File: src/rtl/lsu_pkg.sv
// Shared encodings and address helpers for the load/store unit.
package lsu_pkg;

  localparam logic [1:0] SZ_BYTE = 2'b00;
  localparam logic [1:0] SZ_HALF = 2'b01;
  localparam logic [1:0] SZ_WORD = 2'b10;
  localparam logic [1:0] SZ_ILL  = 2'b11;

  typedef enum logic [1:0] {
    IDLE  = 2'b00,
    READ  = 2'b01,
    WRITE = 2'b10,
    DONE  = 2'b11
  } lsu_state_t;

  // Word-aligned address seen by the data memory.
  function automatic logic [31:0] align_addr(input logic [31:0] addr);
    return addr & ~32'h0000_0003;
  endfunction

  // True when the byte offset is not a multiple of the access size.
  function automatic logic is_misaligned(input logic [1:0] size, input logic [1:0] offset);
    logic mis;
    mis = 1'b0;
    if (size == SZ_HALF) mis = offset[0];
    else if (size == SZ_WORD) mis = (offset != 2'b00);
    return mis;
  endfunction

endpackage

File: src/rtl/lsu_lane_align.sv
// Big-endian lane extraction (with sign/zero extension) and lane merge.
module lsu_lane_align
  import lsu_pkg::*;
(
  input  logic [1:0]  size,
  input  logic [1:0]  offset,
  input  logic        is_unsigned,
  input  logic [31:0] mem_word,
  input  logic [31:0] store_data,
  output logic [31:0] load_data,
  output logic [31:0] merged_word
);

  logic [7:0]  byte_lane;
  logic [15:0] half_lane;

  // Select the addressed byte/half and extend it for loads.
  always_comb begin
    byte_lane = mem_word[31:24];
    case (offset)
      2'd0: byte_lane = mem_word[31:24];
      2'd1: byte_lane = mem_word[23:16];
      2'd2: byte_lane = mem_word[15:8];
      2'd3: byte_lane = mem_word[7:0];
      default: byte_lane = mem_word[31:24];
    endcase
    half_lane = offset[1] ? mem_word[15:0] : mem_word[31:16];
    load_data = mem_word;
    case (size)
      SZ_BYTE: load_data = {{24{~is_unsigned & byte_lane[7]}}, byte_lane};
      SZ_HALF: load_data = {{16{~is_unsigned & half_lane[15]}}, half_lane};
      default: load_data = mem_word;
    endcase
  end

  // Drop the low byte/half of the store data into the addressed lane.
  always_comb begin
    merged_word = mem_word;
    case (size)
      SZ_BYTE: begin
        case (offset)
          2'd0: merged_word[31:24] = store_data[7:0];
          2'd1: merged_word[23:16] = store_data[7:0];
          2'd2: merged_word[15:8]  = store_data[7:0];
          2'd3: merged_word[7:0]   = store_data[7:0];
          default: merged_word = mem_word;
        endcase
      end
      SZ_HALF: begin
        if (offset[1]) merged_word[15:0] = store_data[15:0];
        else merged_word[31:16] = store_data[15:0];
      end
      default: merged_word = store_data;
    endcase
  end

endmodule

File: src/rtl/load_store_unit.sv
// Multi-cycle load/store unit in front of a word-wide big-endian data memory.
module load_store_unit
  import lsu_pkg::*;
#(
  parameter bit CHECK_ALIGN = 1'b1
) (
  input  logic        clk,
  input  logic        rst_n,
  input  logic        Req,
  input  logic        We,
  input  logic [1:0]  Size,
  input  logic        Unsigned,
  input  logic [31:0] Addr,
  input  logic [31:0] WData,
  output logic        Busy,
  output logic        Done,
  output logic        AddrErr,
  output logic [31:0] RData,
  output logic [31:0] DmAddr,
  output logic [31:0] DmDataIn,
  output logic        DmRD,
  output logic        DmWR,
  input  logic [31:0] DmDataOut
);

  lsu_state_t state, next_state;

  logic        req_we;
  logic        req_unsigned;
  logic        req_err;
  logic [1:0]  req_size;
  logic [1:0]  req_off;
  logic [31:0] req_wdata;

  logic        accept_err;
  logic [1:0]  eff_off;
  logic [31:0] load_data;
  logic [31:0] merged_word;

  // Classify the incoming request and force the offset to the access alignment.
  always_comb begin
    accept_err = (Size == SZ_ILL) || (CHECK_ALIGN && is_misaligned(Size, Addr[1:0]));
    eff_off = Addr[1:0];
    if (Size == SZ_HALF) eff_off = {Addr[1], 1'b0};
    else if (Size == SZ_WORD) eff_off = 2'b00;
  end

  lsu_lane_align u_lane (
    .size        (req_size),
    .offset      (req_off),
    .is_unsigned (req_unsigned),
    .mem_word    (DmDataOut),
    .store_data  (req_wdata),
    .load_data   (load_data),
    .merged_word (merged_word)
  );

  // State register; reset drops straight back to IDLE, killing any pending write.
  always_ff @(posedge clk or negedge rst_n) begin
    if (!rst_n) state <= IDLE;
    else state <= next_state;
  end

  // Next-state and strobe decode; strobes come only from state so reset clears them at once.
  always_comb begin
    next_state = state;
    Busy       = (state != IDLE);
    Done       = 1'b0;
    AddrErr    = 1'b0;
    DmRD       = 1'b0;
    DmWR       = 1'b0;
    case (state)
      IDLE: begin
        if (Req) begin
          if (accept_err) next_state = DONE;
          else if (We && (Size == SZ_WORD)) next_state = WRITE;
          else next_state = READ;
        end
      end
      READ: begin
        DmRD       = 1'b1;
        next_state = req_we ? WRITE : DONE;
      end
      WRITE: begin
        DmWR       = 1'b1;
        next_state = DONE;
      end
      DONE: begin
        Done       = 1'b1;
        AddrErr    = req_err;
        next_state = IDLE;
      end
      default: next_state = IDLE;
    endcase
  end

  // Request latch, memory address/data registers and the load result register.
  always_ff @(posedge clk or negedge rst_n) begin
    if (!rst_n) begin
      req_we       <= 1'b0;
      req_unsigned <= 1'b0;
      req_err      <= 1'b0;
      req_size     <= SZ_BYTE;
      req_off      <= 2'b00;
      req_wdata    <= '0;
      RData        <= '0;
      DmAddr       <= '0;
      DmDataIn     <= '0;
    end else if ((state == IDLE) && Req) begin
      req_we       <= We;
      req_unsigned <= Unsigned;
      req_err      <= accept_err;
      req_size     <= Size;
      req_off      <= eff_off;
      req_wdata    <= WData;
      DmAddr       <= align_addr(Addr);
      if (We && (Size == SZ_WORD) && !accept_err) DmDataIn <= WData;
    end else if (state == READ) begin
      if (req_we) DmDataIn <= merged_word;
      else RData <= load_data;
    end
  end

endmodule

File: config.mk
export PLATFORM = sky130hd
export DESIGN_NAME = load_store_unit
export DESIGN_NICKNAME = d
export VERILOG_FILES = /design/src/rtl/lsu_pkg.sv /design/src/rtl/lsu_lane_align.sv /design/src/rtl/load_store_unit.sv
export SDC_FILE = /design/constraint.sdc
export NUM_CORES = 1
export LEC_CHECK = 0
export ABC_AREA = 1
export BUFFER_PORTS_ARGS = -buffer_cell sky130_fd_sc_hd__clkbuf_2
export CAP_MARGIN = 20
export CORE_MARGIN = 2
export CORE_UTILIZATION = 48
export DETAILED_ROUTE_END_ITERATION = 8
export PLACE_DENSITY_LB_ADDON = 0.3
export SYNTH_ARGS = -nofsm -noshare
export SYNTH_HDL_FRONTEND = slang
export SYNTH_SLANG_ARGS = --single-unit
File: constraint.sdc
create_clock -name clk -period 1.66 [get_ports clk]
set_clock_uncertainty 0.2 [all_clocks]
set_input_delay 0.166 -clock clk [delete_from_list [all_inputs] [get_ports clk]]
set_output_delay 0.166 -clock clk [all_outputs]
set_load 0.02 [all_outputs]
==> reports/metrics.csv, run 1 <==
stage;metric;value;unit
grt;Total Routing Usage GR;34.4;%
min_path;worst min path class;in2async;
yosys;number of flops mapped to enable cells by yosys;0;
die;DIE HEIGHT;130;microns
yosys;#FFs+latches synth;135;
finish;post-route insts no fill;1710;
status;result of the run;complete, but fails checks;
setup_path;CP Capture Type;register;
timing;Fmax achieved;523;MHz
yosys;register area share after synthesis;44.6;%
placement;GPL Wtd Cong;0.916;
clock_tree;CTS tree;yes;
setup_path;WP data required;1.81;ns
power;Cell Pwr Density;2080;mW/mm^2
timing;Tcrit/Tclk final;115;%
die;die area;0.0168;sq mm
clock_tree;Clk pin slew, worst setup/hold paths;0.06;ns
die;core area;0.0153;sq mm
placement;Port-buffer cells;201;
timing;Final Setup Violations;86;
placement;dpl cells;1524;
detailed_routing;Routed WL;31500;microns
setup_path;Reg2Reg Capture Point;DmDataIn[22]$_DFFE_PN0P_;
finish;Final nets;1595;
setup_path;R2R depth;10;
timing;RSZ-0062 raised after global routing;true;
status;failing checks;negative hold slack, negative setup slack;
yosys;Synth Warn #;0;
clock_tree;worst skew pair latency;0.44;ns
timing;fin. max-slew vios;0;
timing;minimum clock period;1.91;ns
setup_path;critical path type;reg2reg;
placement;Area after DPL;0.00923;sq mm
timing;Fin. Hold Viols;24;
yosys;Post-synth ARST share;100;%
power;worst vdd ir;0.00112;V
timing;Setup TNS;-9.79;ns
detailed_routing;DRT antenna net count;0;
setup_path;crit path DAT;2.06;ns
grt;largest net degree at the start of global routing;39;
detailed_routing;vias per cell;5.42;
grt;first-pass GRT wire length;44500;microns
clock_tree;Max H-tree Level;4;
grt;GRT overflow;0;
finish;final instance area;0.0126;sq mm
clock_tree;Num CTS Buffers;17;
detailed_routing;wire length per cell;18.4;microns
clock_tree;number of buffers on the longest clock path;2;
die;Die Width;130;microns
grt;vias in the first global route;8806;
die;starting density of the core;49.4;%
yosys;synthesized instance count;1108;
yosys;Yosys cell types;29;
detailed_routing;Pre-Repair DR Iteration Count;7;
die;I/O pin count;204;
power;leakage;6.60;nW
detailed_routing;Post-route DRC;0;
grt;initial antenna violation count;0;
finish;Final Core Density;82.1;%
timing;Min Hold Slack;-0.0152;ns
placement;Setup WS pre-CTS;-0.145;ns
finish;n_diodes;0;
die;Rows;45;
detailed_routing;total vias in the final route;9272;
setup_path;Max FO, Critical Path;6;
clock_tree;root cell of the clock tree;clkbuf_16;
yosys;mapped cell area;0.00757;sq mm
finish;share of cells above drive strength 1;36.4;%
yosys;Top FF cell, synth;dfrtp_1;
setup_path;Setup crit start kind;register;
placement;post-DP HPWL;17100;microns
clock_tree;CTS Sinks;135;
power;Pwr Total;26.2;mW
finish;P&R area growth vs syn;66.1;%
job;MaxCap Viol Count;0;
yosys;syn avg cell area;6.83;sq um
setup_path;worst r2r src;state[0]$_DFFE_PN0P_;
detailed_routing;DRT iter0 DRCs;1061;
timing;final worst slack;-0.251;ns
setup_path;register-to-register setup slack;-0.25;ns
[sequential cells by signal (all words and copies together), names as in the netlist]
signal and cells:
req_we 1, req_unsigned 1, state 2, req_size 2
req_off 2, req_err 1, DmAddr 30, req_wdata 32
DmDataIn 32, RData 32
[worst max path at each step]
stage                                       start                       end  cells after the start
final                        state[0]$_DFFE_PN0P_  DmDataIn[22]$_DFFE_PN0P_                     10
after global routing         state[0]$_DFFE_PN0P_  DmDataIn[16]$_DFFE_PN0P_                     11
after CTS                    state[0]$_DFFE_PN0P_                   AddrErr                      6
after detailed placement     state[1]$_DFFE_PN0P_  DmDataIn[31]$_DFFE_PN0P_                     10
after global placement    req_size[1]$_DFFE_PN0P_   DmDataIn[3]$_DFFE_PN0P_                      8
after floorplan              state[0]$_DFFE_PN0P_  DmDataIn[26]$_DFFE_PN0P_                     10
[cell type report]
class,instances,area [sq um]
clock buffers,25,515
flip-flops and latches,135,3380
repair buffers,417,3690
clock inverters,7,90.1
fillers,918,2740
multi-input cells,839,4320
inverters,76,318
well taps,211,264
[routing by layer]
layer / global-route usage, % / vias to the layer above / routed length, microns
li1: - / 4182 / -
met1: 43.1 / 4305 / 11500
met2: 56.1 / 643 / 15300
met3: 8.75 / 142 / 3200
met4: 15.7 / 0 / 1560
met5: 0 / - / 0
[logic make-up after synthesis]
group,synth area share (%)
other,0.0495
buffers and inverters,8.30
DFF,44.6
AOI/OAI and AO/OA,7.09
and+or+nand+nor,39.0
adders and majority gates,0.991
[power by group]
| part | total, mW | switching [mW] | internal (mW) |
|---|---|---|---|
| Combinational | 16.1 | 9.44 | 6.65 |
| Sequential | 6.15 | 1.23 | 4.92 |
| Clock | 3.92 | 1.47 | 2.44 |
[Yosys cell counts (4+ instances only)]
| library cell | number | area (sq um) |
|---|---|---|
| o21ai_0 | 55 | 275 |
| buf_4 | 11 | 82.6 |
| dfrtp_1 | 135 | 3380 |
| a21oi_1 | 41 | 205 |
| inv_2 | 5 | 18.8 |
| nor2_1 | 175 | 657 |
| nand3_1 | 71 | 355 |
| nand2_2 | 4 | 25.0 |
| ha_1 | 6 | 75.1 |
| buf_6 | 7 | 78.8 |
| buf_1 | 7 | 26.3 |
| clkbuf_1 | 16 | 60.1 |
| buf_2 | 18 | 90.1 |
| nand2_1 | 450 | 1690 |
| inv_1 | 69 | 259 |
| or2_2 | 16 | 100 |
[critical path, cell delays in order, from the launching register on]
cell and delay (ns):
dfrtp_1 0.39, inv_2 0.08, ha_4 0.17, nand2_4 0.12, inv_6 0.06, buf_8 0.13
clkbuf_16 0.16, buf_16 0.14, nor2_1 0.16, nor2_1 0.09, nor2_1 0.14
[placed cells by master, fill, tap and decap left out, drive strengths merged, types with 2 or more instances in the layout]
master,instances
dlygate4sd3,100
nand3,74
ha,6
clkbuf,229
bufinv,2
conb,2
nand2,454
clkinvlp,2
clkinv,4
o21ai,59
dfrtp,135
nor2,181
inv,75
a21oi,43
buf,113
or2,16
[timing repair]
action | in CTS | in global routing
pin swaps | 36 | 55
cloned | 13 | 10
setup endpoints to repair | 65 | 132
gates resized for setup | 107 | 207
endpoints found under the hold margin | 263 | 0
hold buffers | 100 | 0
setup buffers | 19 | 23
No activity file was read; power rests on OpenSTA's default activity.
==> inputs of run 2 (changes only) <==
Settings changed: REMOVE_ABC_BUFFERS from default to 1.
==> run 2 against run 1 <==
Non-clock buffer count up 5. Die area unchanged. Hold slack better by 0.027 ns. Sequential share of layout area about the same. Sequential cell count unchanged. Wire length grew 0.73%. Maximum frequency up 3.4%. Critical endpoint is now DmDataIn[23]$_DFFE_PN0P_. The flow finishes with violations (negative setup slack). Worst setup slack improved by 0.063 ns. Clock power rose by 5.6%. Critical path depth unchanged. Clock-buffer cell count shrank 5.
==> reports/metrics.csv, run 2 (synthesis gave the netlist of run 1 again) <==
stage;metric;value;unit;change
detailed_routing;wire length per cell;18.5;microns;+0.44%
setup_path;CP max stage cell;dfrtp_1;;
detailed_routing;Routed WL;31700;microns;+0.73%
finish;commonest non-fill, non-tap cell in the layout;nand2_1;;
setup_path;crit-path cells;inv_2 > ha_4 > nand2_8 > clkinv_8 > buf_4 > clkbuf_16 > nand2_1 > nand2_1 > nor2_1 > nor2_1;;
grt;largest net degree at the start of global routing;45;;+15%
clock_tree;root cell of the clock tree;clkbuf_16;;
finish;Final nets;1600;;+0.31%
detailed_routing;DR top layer;met4;;
status;result of the run;complete, but fails checks;;
timing;Fmax achieved;541;MHz;+3.4%
die;Rows;45;;unchanged
finish;share of cells above drive strength 1;35.8;%;-0.65 points
detailed_routing;Pre-Repair DR Iteration Count;8;;+1
setup_path;CP Capture Type;register;;
grt;initial antenna violation count;0;;unchanged
setup_path;WP data required;1.78;ns;-0.03 ns
grt;vias in the first global route;8786;;-0.23%
placement;Port-buffer cells;201;;unchanged
power;leakage;6.55;nW;-0.89%
clock_tree;number of buffers on the longest clock path;2;;unchanged
placement;Setup WS pre-CTS;-0.235;ns;-0.0897 ns
job;MaxCap Viol Count;0;;unchanged
setup_path;Top Family by Delay on Critical Path;buffers and inverters;;
setup_path;Setup crit start kind;register;;
finish;Final Core Density;82.2;%;about the same
status;failing checks;negative setup slack;;
setup_path;Max stage delay on crit path;0.41;ns;+0.02 ns
die;die area;0.0168;sq mm;unchanged
timing;final worst slack;-0.189;ns;+0.0629 ns
finish;post-route insts no fill;1715;;+0.29%
placement;post-DP HPWL;16400;microns;-4.4%
timing;Fin. Hold Viols;0;;-100%
clock_tree;Clk pin slew, worst setup/hold paths;0.06;ns;about the same
detailed_routing;DRT antenna net count;0;;unchanged
finish;P&R area growth vs syn;66.2;%;about the same
timing;RSZ-0062 raised after global routing;true;;
power;worst vdd ir;0.00135;V;+21%
setup_path;crit path DAT;1.97;ns;-0.09 ns
placement;dpl cells;1526;;+0.13%
die;starting density of the core;49.4;%;unchanged
timing;Tcrit/Tclk final;111;%;-3.8 points
power;Cell Pwr Density;2100;mW/mm^2;+1.2%
finish;FILL cells;942;;+2.6%
finish;largest registers;DmDataIn (32), RData (32), req_wdata (32);;
clock_tree;Max H-tree Level;4;;unchanged
grt;Total Routing Usage GR;35.2;%;+0.78 points
finish;n_diodes;0;;unchanged
clock_tree;worst skew pair latency;0.43;ns;about the same
detailed_routing;met3 wire len;3500;microns;+9.5%
die;I/O pin count;204;;unchanged
placement;GPL Wtd Cong;0.913;;-0.35%
setup_path;critical path type;reg2reg;;
setup_path;Max FO, Critical Path;10;;+4
timing;minimum clock period;1.85;ns;-0.0629 ns
clock_tree;CTS Sinks;135;;unchanged
die;core area;0.0153;sq mm;unchanged
finish;Register Area;0.00338;sq mm;about the same
grt;first-pass GRT wire length;45200;microns;+1.6%
finish;Multi-input gate area;0.00418;sq mm;-3.4%
detailed_routing;vias per cell;5.43;;+0.12%
detailed_routing;DRT iter0 DRCs;1084;;+2.2%
timing;Final Setup Violations;110;;+28%
finish;commonest non-fill, non-tap cells in the layout;nand2_1 (372), clkbuf_2 (195), nor2_1 (160);;
grt;GRT overflow;0;;unchanged
setup_path;worst path bufs/invs;4;;-1
die;Die Width;130;microns;unchanged
timing;Setup TNS;-8.87;ns;+0.920 ns
min_path;worst min path class;in2reg;;
timing;fin. max-slew vios;0;;unchanged
detailed_routing;met2 routed WL;14900;microns;-2.8%
detailed_routing;Post-route DRC;0;;unchanged
clock_tree;Num CTS Buffers;17;;unchanged
detailed_routing;DRT met1 WL;11700;microns;+2.6%
die;DIE HEIGHT;130;microns;unchanged
detailed_routing;total vias in the final route;9310;;+0.41%
clock_tree;CTS tree;yes;;
run 2: cell types whose count changed in the layout (fill, tap and decap cells not counted), sizes merged:
cell / change
clkbuf: -9
dlygate4sd3: -2
bufinv: +2
buf: +11
clkinvlp: -1
inv: -1
clkinv: +5
run 2: tightest hold or removal path, cell delays in order:
cell      delay, ns
clkbuf_2       0.11
inv_1          0.09
o21ai_2        0.06
a21oi_1        0.10
a21oi_1        0.07
run 2: report_power, final:
| part | switching, mW | internal (mW) |
|---|---|---|
| clock network | 1.51 | 2.63 |
| logic | 9.47 | 6.73 |
| registers | 1.22 | 4.92 |
run 2: final timing paths:
| check | from | to | slack, ns | cells past startpoint |
|---|---|---|---|---|
| setup / recovery | state[0]$_DFFE_PN0P_ | DmDataIn[23]$_DFFE_PN0P_ | -0.19 | 10 |
| hold / removal | DmDataOut[9] | RData[9]$_DFFE_PN0P_ | 0.01 | 5 |
| setup reg to reg | state[0]$_DFFE_PN0P_ | DmDataIn[23]$_DFFE_PN0P_ | -0.19 | 10 |
| hold reg to reg | DmDataIn[0]$_DFFE_PN0P_ | DmDataIn[0]$_DFFE_PN0P_ | 0.28 | 2 |
| max in group asynchronous | rst_n | req_wdata[10]$_DFFE_PN0P_ | 0.60 | 3 |
| min in group asynchronous | rst_n | DmDataIn[0]$_DFFE_PN0P_ | 0.05 | 2 |
run 2: final cells by class:
type	count	share of cell area, %
clock buffer	20	3.71
clock inverter	12	1.38
sequential	135	26.9
inverter	76	2.59
tap	211	2.10
multi-input combinational	839	33.2
timing repair buffer	422	30.2
run 2: metal layers:
layer	track usage (%)	vias to the layer above
met3	7.39	139
met1	45.3	4294
met5	0	-
li1	-	4203
met2	57.6	674
met4	15.2	0
run 2: through the flow:
step                hold slack [ns]  total power [mW]  area (sq um)
finish                       0.0121              26.5         12600
global route                 0.0528              27.9         12600
CTS                        0.000987              24.6         12100
detailed placement          -0.0728              17.6          9190
global placement            -0.0700              17.4          9190
floorplan                    -0.330              12.9          7240
run 2: timing repair:
action,CTS,global route
gates resized for setup,176,138
endpoints found under the hold margin,265,0
setup endpoints to repair,129,128
setup buffers,25,16
hold buffers,98,0
pin swaps,56,38
cloned,21,7
==> inputs of run 3 (changes only) <==
Settings changed: PLACE_DENSITY from default to 0.76, PLACE_DENSITY_LB_ADDON 0.3 to default.
==> run 3 against run 2 <==
The run still ends with negative setup slack left. Clock-buffer cell count decreased by 1. Combinational power is 10% lower. Highest routed layer unchanged. First-iteration DRC count decreased by 8.1%. Register-to-register slack improved by 0.03 ns. Maximum frequency is 1.6% higher. Design area down 5.5%. Sequential cell count unchanged. Global-route usage shrank 5.0 points. Worst setup slack better by 0.029 ns. Total power is 5.9% lower.
==> reports/metrics.csv, run 3 (synthesis gave the netlist of run 1 again) <==
stage;metric;value;unit;change
status;result of the run;complete, but fails checks;;
status;failing checks;negative setup slack;;
setup_path;CP max stage cell;dfrtp_2;;
placement;post-DP HPWL;16700;microns;+2.4%
setup_path;Setup crit start kind;register;;
power;leakage;6.27;nW;-4.2%
grt;Total Routing Usage GR;30.1;%;-5.0 points
clock_tree;Max H-tree Level;4;;unchanged
finish;Final Core Density;77.7;%;-4.5 points
setup_path;Most Frequent Cell on Critical Path;nor2_1;;
detailed_routing;DRT antenna net count;0;;unchanged
setup_path;worst path bufs/invs;2;;-2
grt;largest net degree at the start of global routing;77;;+71%
timing;Setup TNS;-5.66;ns;+3.21 ns
detailed_routing;wire length per cell;16.8;microns;-9.0%
finish;commonest non-fill, non-tap cell in the layout;nand2_1;;
clock_tree;number of buffers on the longest clock path;2;;unchanged
power;switching share of power;45.4;%;-0.69 points
timing;RSZ-0062 raised after global routing;true;;
setup_path;Max stage delay on crit path;0.48;ns;+0.07 ns
clock_tree;Clk pin slew, worst setup/hold paths;0.06;ns;about the same
timing;Fmax achieved;550;MHz;+1.6%
setup_path;CP Capture Type;register;;
min_path;worst min path class;in2async;;
placement;Port-buffer cells;201;;unchanged
timing;Tcrit/Tclk final;110;%;-1.8 points
die;I/O pin count;204;;unchanged
setup_path;WP data required;1.78;ns;about the same
finish;n_diodes;0;;unchanged
die;die area;0.0168;sq mm;unchanged
detailed_routing;vias per cell;5.34;;-1.6%
setup_path;critical path type;reg2reg;;
detailed_routing;DRT iter0 DRCs;996;;-8.1%
detailed_routing;DRT met1 WL;10800;microns;-7.7%
grt;first-pass GRT wire length;39700;microns;-12%
clock_tree;root cell of the clock tree;clkbuf_16;;
die;Die Width;130;microns;unchanged
power;combinational fraction of design power;58.3;%;-2.9 points
timing;fin. max-slew vios;0;;unchanged
setup_path;Top Family by Delay on Critical Path;simple AND/OR/NAND/NOR gates;;
die;core area;0.0153;sq mm;unchanged
setup_path;Max FO, Critical Path;11;;+1
power;worst vdd ir;0.00109;V;-19%
power;Seq pwr share;24.2;%;+1.0 points
die;Rows;45;;unchanged
grt;vias in the first global route;8248;;-6.1%
timing;Fin. Hold Viols;0;;unchanged
detailed_routing;Post-route DRC;0;;unchanged
placement;GPL Wtd Cong;0.954;;+4.4%
finish;FILL cells;1065;;+13%
finish;commonest non-fill, non-tap cells in the layout;nand2_1 (413), clkbuf_2 (195), nor2_1 (152);;
power;Cell Int Power;13.6;mW;-4.6%
finish;share of cells above drive strength 1;31.3;%;-4.5 points
detailed_routing;Pre-Repair DR Iteration Count;7;;-1
clock_tree;CTS tree;yes;;
detailed_routing;met2 routed WL;13400;microns;-9.8%
power;Clock Power Share;17.5;%;+1.9 points
setup_path;crit path DAT;1.93;ns;-0.04 ns
job;MaxCap Viol Count;0;;unchanged
timing;final worst slack;-0.159;ns;+0.0293 ns
finish;largest registers;DmDataIn (32), RData (32), req_wdata (32);;
finish;P&R area growth vs syn;57.1;%;
clock_tree;Num CTS Buffers;17;;unchanged
grt;GRT overflow;0;;unchanged
setup_path;crit-path cells;buf_6 > nor2_4 > buf_12 > nand2_2 > nand2_2 > nor2_1 > nor2_1 > nor2_1 > nor2_1 > nor2_1;;
finish;Final nets;1570;;-1.9%
die;DIE HEIGHT;130;microns;unchanged
detailed_routing;Routed WL;28400;microns;-11%
timing;Final Setup Violations;62;;-44%
grt;initial antenna violation count;0;;unchanged
detailed_routing;total vias in the final route;8999;;-3.3%
clock_tree;CTS Sinks;135;;unchanged
power;Cell Pwr Density;2100;mW/mm^2;-0.41%
power;switching power;11.3;mW;-7.3%
detailed_routing;met3 wire len;3010;microns;-14%
die;starting density of the core;49.4;%;unchanged
clock_tree;worst skew pair latency;0.43;ns;about the same
timing;minimum clock period;1.82;ns;-0.0293 ns
detailed_routing;DR top layer;met4;;
run 3: cell type report:
class / count / area [sq um] / area share [%]
clock buffer: 19 / 453 / 3.81
inverter: 76 / 313 / 2.63
clock inverter: 13 / 225 / 1.89
sequential: 135 / 3380 / 28.4
tap: 211 / 264 / 2.22
timing repair buffer: 392 / 3280 / 27.6
multi-input combinational: 839 / 3980 / 33.5
run 3: path summary, 6_finish.rpt:
check,start,endpoint,slack (ns),cells past startpoint
max,req_off[1]$_DFFE_PN0P_,DmDataIn[26]$_DFFE_PN0P_,-0.16,10
min,rst_n,state[1]$_DFFE_PN0P_,0.004,2
max in group asynchronous,rst_n,RData[24]$_DFFE_PN0P_,0.69,3
min reg2reg,DmAddr[27]$_DFFE_PN0P_,DmAddr[27]$_DFFE_PN0P_,0.28,2
min in group clk,DmDataOut[3],RData[3]$_DFFE_PN0P_,0.02,5
max reg2reg,req_off[1]$_DFFE_PN0P_,DmDataIn[26]$_DFFE_PN0P_,-0.16,10
run 3: power by group through the flow:
| stage | Sequential, mW | Combinational [mW] | Clock, mW |
|---|---|---|---|
| global placement | 5.93 | 11.5 | 0 |
| finish | 6.03 | 14.5 | 4.36 |
| detailed placement | 5.94 | 11.8 | 0 |
| global route | 6.19 | 15.7 | 4.54 |
| floorplan | 7.37 | 5.55 | 0 |
| CTS | 5.94 | 12.5 | 4.38 |
run 3: metrics by stage:
| stage | std cells | worst slack (ns) | instance area (sq um) | power (mW) | hold WS [ns] |
|---|---|---|---|---|---|
| after global routing | 1685 | -0.209 | 11900 | 26.4 | 0.0248 |
| after CTS | 1664 | -0.151 | 11100 | 22.9 | 0.00364 |
| after detailed placement | 1529 | -0.357 | 9240 | 17.7 | -0.107 |
| after floorplan | 1050 | -2.40 | 7240 | 12.9 | -0.330 |
| final | 1685 | -0.159 | 11900 | 24.9 | 0.00354 |
| after global placement | 1529 | -0.329 | 9240 | 17.4 | -0.0996 |
run 3: what timing repair did:
| action | 4_1_cts | 5_1_grt |
|---|---|---|
| buffers inserted | 6 | 9 |
| pin swaps | 7 | 39 |
| gates cloned | 2 | 15 |
| setup endpoints to repair | 90 | 133 |
| gates resized for setup | 50 | 131 |
| hold buffers | 95 | 0 |
| hold endpoints to repair | 259 | 0 |
run 3: layer usage:
metal / up-vias / GRT usage, %
met5: - / 0
met4: 0 / 11.1
met3: 102 / 7.18
met2: 611 / 49.4
met1: 4160 / 38.9
li1: 4126 / -
